File: config.mk
export PLATFORM = sky130hd
export DESIGN_NAME = cc_serializer
export DESIGN_NICKNAME = d
export VERILOG_FILES = /design/src/rtl/cc_pkg.sv /design/src/rtl/cc_serializer.sv
export SDC_FILE = /design/constraint.sdc
export NUM_CORES = 1
export LEC_CHECK = 0
export ABC_AREA = 1
export CAP_MARGIN = 0
export CORE_ASPECT_RATIO = 1.2
export CORE_UTILIZATION = 30
export CTS_CLUSTER_SIZE = 12
export DETAILED_ROUTE_END_ITERATION = 12
export SLEW_MARGIN = 10
export SYNTH_ARGS = -nofsm -noshare
export SYNTH_HDL_FRONTEND = slang
export SYNTH_SLANG_ARGS = --single-unit
File: constraint.sdc
create_clock -name clk -period 4.5 [get_ports clk]
set_clock_uncertainty 0.05 [all_clocks]
set_input_delay 0.9 -clock clk [delete_from_list [all_inputs] [get_ports clk]]
set_output_delay 0.9 -clock clk [all_outputs]
set_load 0.005 [all_outputs]
File: src/rtl/cc_pkg.sv
// -----------------------------------------------------------------------------
// cc_pkg
//  Shared constants and types for the cache-controller read-data return path.
//  - CC_LINE_WIDTH / CC_DATA_WIDTH / CC_BEATS : line, R-beat and burst geometry
//  - CC_WORD_IDX_W : width of a beat index within a line
//  - CC_OFFSET_W   : width of a byte offset within a line
//  - cc_ser_state_t: serializer control states
// -----------------------------------------------------------------------------
package cc_pkg;

   localparam int CC_LINE_WIDTH = 512;
   localparam int CC_DATA_WIDTH = 64;
   localparam int CC_BEATS      = CC_LINE_WIDTH / CC_DATA_WIDTH;
   localparam int CC_WORD_IDX_W = $clog2(CC_BEATS);
   localparam int CC_OFFSET_W   = $clog2(CC_LINE_WIDTH / 8);

   typedef enum logic {
      S_IDLE = 1'b0,
      S_SEND = 1'b1
   } cc_ser_state_t;

endpackage : cc_pkg

File: src/rtl/cc_serializer.sv
// -----------------------------------------------------------------------------
// cc_serializer
//  Read-data return path of the cache controller. Pops one cache line (plus the
//  byte offset of the request that fetched it) from a show-ahead line FIFO and
//  returns it as a full-length AXI R burst, critical word first, wrapping
//  inside the line. Back-to-back lines are sent without a bubble.
//
//  Ports
//   clk            clock
//   rst_n          asynchronous reset, active low
//   fifo_empty_i   line FIFO empty
//   fifo_rdata_i   line FIFO head data (valid while !fifo_empty_i)
//   fifo_offset_i  byte offset of the request that owns the head line
//   fifo_rden_o    FIFO pop, one-cycle pulse
//   inct_rdata_o   R data beat
//   inct_rvalid_o  R valid
//   inct_rlast_o   last beat of the burst
//   inct_rready_i  R ready from the interconnect
// -----------------------------------------------------------------------------
module cc_serializer
   import cc_pkg::*;
#(
   parameter int LINE_WIDTH = CC_LINE_WIDTH,
   parameter int DATA_WIDTH = CC_DATA_WIDTH,
   parameter int BEATS      = CC_BEATS
) (
   input  logic                              clk,
   input  logic                              rst_n,
   input  logic                              fifo_empty_i,
   input  logic [LINE_WIDTH-1:0]             fifo_rdata_i,
   input  logic [$clog2(LINE_WIDTH/8)-1:0]   fifo_offset_i,
   output logic                              fifo_rden_o,
   output logic [DATA_WIDTH-1:0]             inct_rdata_o,
   output logic                              inct_rvalid_o,
   output logic                              inct_rlast_o,
   input  logic                              inct_rready_i
);

   localparam int IDX_W  = $clog2(BEATS);
   localparam int LANE_W = $clog2(DATA_WIDTH / 8);
   localparam int OFF_W  = $clog2(LINE_WIDTH / 8);

   cc_ser_state_t         state;
   logic [LINE_WIDTH-1:0] line;
   logic [IDX_W-1:0]      start_word;
   logic [IDX_W-1:0]      beat_cnt;
   logic [IDX_W-1:0]      word_idx;

   logic handshake;
   logic last_beat;
   logic pop;

   // Byte-lane bits of the offset do not matter: bursts are beat aligned.
   logic unused_lane_bits;
   assign unused_lane_bits = ^fifo_offset_i[LANE_W-1:0];

   // ---- control / handshake ------------------------------------------------
   assign inct_rvalid_o = (state == S_SEND);
   assign last_beat     = (beat_cnt == IDX_W'(BEATS - 1));
   assign inct_rlast_o  = inct_rvalid_o && last_beat;
   assign handshake     = inct_rvalid_o && inct_rready_i;

   // A pop happens from IDLE, or on the last-beat handshake so the next line
   // follows without a bubble. Gated by rst_n so nothing is popped while the
   // block is held in reset.
   assign pop = rst_n && !fifo_empty_i &&
                ((state == S_IDLE) || (handshake && last_beat));
   assign fifo_rden_o = pop;

   // ---- word select --------------------------------------------------------
   // Index arithmetic wraps naturally at IDX_W bits, giving the wrap within
   // the line starting at the critical word.
   assign word_idx     = start_word + beat_cnt;
   assign inct_rdata_o = inct_rvalid_o ? line[word_idx*DATA_WIDTH +: DATA_WIDTH]
                                       : '0;

   // ---- state / line registers ---------------------------------------------
   always_ff @(posedge clk or negedge rst_n) begin
      if (!rst_n) begin
         state      <= S_IDLE;
         line       <= '0;
         start_word <= '0;
         beat_cnt   <= '0;
      end else begin
         case (state)
            S_IDLE: begin
               if (pop) begin
                  line       <= fifo_rdata_i;
                  start_word <= fifo_offset_i[OFF_W-1:LANE_W];
                  beat_cnt   <= '0;
                  state      <= S_SEND;
               end
            end
            S_SEND: begin
               if (handshake) begin
                  if (last_beat) begin
                     beat_cnt <= '0;
                     if (pop) begin
                        line       <= fifo_rdata_i;
                        start_word <= fifo_offset_i[OFF_W-1:LANE_W];
                     end else begin
                        state <= S_IDLE;
                     end
                  end else begin
                     beat_cnt <= beat_cnt + IDX_W'(1);
                  end
               end
            end
            default: state <= S_IDLE;
         endcase
      end
   end

endmodule : cc_serializer

==> results.toml <==
[status]
status = "complete, no violations"

[sta]
drv_slew = 0
post-route-period-util_pct = 99.9
finalSetupViolations = 0
worst_slew_pin_slew_ns = 1.34
layout_min_cycle_time_ns = 4.50
rsz0062_at_grt = "true"
final-hold-violation-count = 0
max_freq_mhz = 222
max-slew-margin-rel_pct = 10.6

[floorplanning]
pin_count = 589
coreArea_mm2 = 0.0819
die_x_um = 264
die-area_mm2 = 0.0837
rows = 115
die_h_um = 317
start_util_pct = 30.2

[routing]
routed_via_density = 4.63
drtIter0Drc = 1948
ant_nets = 0
vias = 23300
drt_wl_total_um = 93600
drc = 0
wl_per_cell_um = 18.6
drtPass1Iterations = 5

[setup_path]
cp-start-kind = "register"
critPathKind = "reg -> out"
cpPeakStageDelay_ns = 0.87
cp.required_ns = 3.55
path_cells = "ha_4 -> inv_1 -> fa_4 -> buf_4 -> buf_16 -> o21ai_0 -> o21ai_1 -> nor2_1 -> nor2_1 -> clkdlybuf4s50_1"
cpMostUsedCell = "nor2_1"
worstPathArrival_ns = 3.55
end_kind = "output pin"
cp_slowest_cell = "fa_4"
worstPathMaxFanout = 15

[synth]
syn_nets = 3935
syn_area_mm2 = 0.0248
synthAdderAreaFrac_pct = 0.232
synth_cells = 3409
synth_top_family_by_area = "simple AND/OR/NAND/NOR gates"
synth_compound_area_share_pct = 5.27
syn_avg_cell_area_um2 = 7.26
synth_xor_area_share_pct = 0
yosysSeqAreaShare_pct = 52.5
ys_warn_count = 0
synthMuxAreaShare_pct = 0
synth_cell_types = 18
synth_simple_gate_area_share_pct = 35.4
synth_seq_cells = 519

[pwr]
p_comb_share_pct = 59.1
seq_power_share_pct = 24.6
power.switching_w = 0.0146
peakVddDrop_uv = 949
p_clk_share_pct = 16.3
swShare_pct = 46.1
p_per_area_mw_per_mm2 = 931
internal_power_w = 0.0171
leakage_nw = 17.1

[run]
max-cap-violations = 0

[cts]
cts_max_level = 2
cts_max_path_buffers = 3
cts_tree = "done"
numCtsBuffers = 59
cts-root-buf = "clkbuf_16"
clock-sinks = 519
clkTransAtPathRegs_ns = 0.06
clock_latency_ns = 0.63

[min_path]
hold_class = "in -> async"

[final_layout]
fillCellCount = 8419
register_area_mm2 = 0.0130
drive_gt1_share_pct = 5.20
final_nets = 4423
final_common_cell = "nand2_1"
area_growth_pct = 37.7
postLayoutCoreUtil_pct = 41.6
multi_input_comb_area_mm2 = 0.0103
final_cell_mix = "nand2_1 (1855), clkdlybuf4s50_1 (534), dfrtp_1 (518), o21ai_0 (202), nand3_1 (187)"
instances_no_fill = 5025

[global_route]
grt_pass1_vias = 22400
grt_pass1_wl_um = 138000
grt_max_degree = 216
overflow = 0
grtUsageTotal_pct = 21.7
antenna_found_initial = 31

[placement]
place.gp.congestion = 0.875
portBuffers = 585
dp_hpwl_um = 61200
dpl.cell_count = 4873
path summary, 6_finish.rpt:
path,startpoint,endpoint,slack (ns),cells after the start
max,start_word[0],inct_rdata_o[15],0.004,10
min,rst_n,line[317],0.36,2
max reg2reg,inct_rvalid_o,line[248],0.95,6
min reg2reg,line[274],line[274],0.42,2
max in group asynchronous,rst_n,line[77],2.51,3
min in group clk,line[274],line[274],0.42,2
cells in the mapped netlist:
cell      number  share of area [%]
inv_1        141                2.1
nand4_1        1              0.025
clkbuf_1      42               0.64
o21ai_2        1              0.035
nor2_1       193                2.9
buf_2        121                2.4
o21ai_1       34               0.69
dfrtp_1      519                 52
nand3_1      198                4.0
buf_4         37                1.1
buf_6          1              0.045
o21ai_0      225                4.5
buf_1         18               0.27
nand2_1     1871                 28
inv_2          1              0.015
fa_1           1              0.081
nand2_2        2              0.051
ha_1           3               0.15
timing repair:
action	CTS	global route
gates resized for setup	77	59
hold buffers	0	0
gates cloned	4	2
endpoints found under the setup margin	59	37
pin swaps	8	13
setup buffers	3	7
registers in the layout, indices dropped and copies added, names as in the netlist:
| name | count |
|---|---|
| beat_cnt | 3 |
| inct_rvalid_o | 1 |
| line | 512 |
| start_word | 3 |
power groups by stage:
stage          Sequential [W]  Combinational, W  Clock (W)
2_1_floorplan         0.00760           0.00933          0
3_3_place_gp          0.00781            0.0175          0
3_5_place_dp          0.00787            0.0176          0
4_1_cts               0.00780            0.0183    0.00529
5_1_grt               0.00807            0.0207    0.00546
6_report              0.00781            0.0188    0.00517
cell families after synthesis:
| logic type | Yosys count |
|---|---|
| AND/OR/NAND/NOR | 2265 |
| flip-flops | 519 |
| buffers and inverters | 361 |
| AO/OA/AOI/OAI | 260 |
| adder cells (fa/ha/maj) | 4 |
worst max-delay path, delay by kind of cell, from the launching register on:
kind / cells / cell delay [ns]
adders and majority gates: 2 / 1.01
and+or+nand+nor: 2 / 0.26
buffers and inverters: 4 / 0.95
AOI/OAI and AO/OA: 2 / 0.26
DFF: 1 / 0.41
per-stage QoR:
stage	instance area [um2]	setup WS (ns)	hold slack [ns]	TNS (ns)	power (W)
finish	34100	0.00442	0.359	0	0.0317
global route	34100	-0.126	0.436	-0.816	0.0342
CTS	33700	-0.102	0.426	-0.955	0.0314
detailed placement	31400	0.432	0.410	0	0.0255
global placement	31400	0.422	0.407	0	0.0254
floorplan	24800	1.54	0.394	0	0.0169
routing by layer:
| metal | vias to the layer above | routed length, um | global-route usage, % |
|---|---|---|---|
| met3 | 142 | 5060 | 3.32 |
| li1 | 11400 | - | - |
| met4 | 10 | 2800 | 8.34 |
| met1 | 11000 | 43300 | 30.7 |
| met2 | 698 | 42300 | 33.3 |
| met5 | - | 62 | 0 |
layout make-up:
type                            count  share of cell area (%)
Antenna cell                       27                   0.198
Clock buffer                       92                    5.26
Clock inverter                     17                   0.800
Inverter                          142                    1.64
Multi-Input combinational cell   2529                    30.3
Sequential cell                   519                    38.1
Tap cell                         1053                    3.86
Timing Repair Buffer              646                    19.8
No activity file was read; power rests on OpenSTA's default activity.
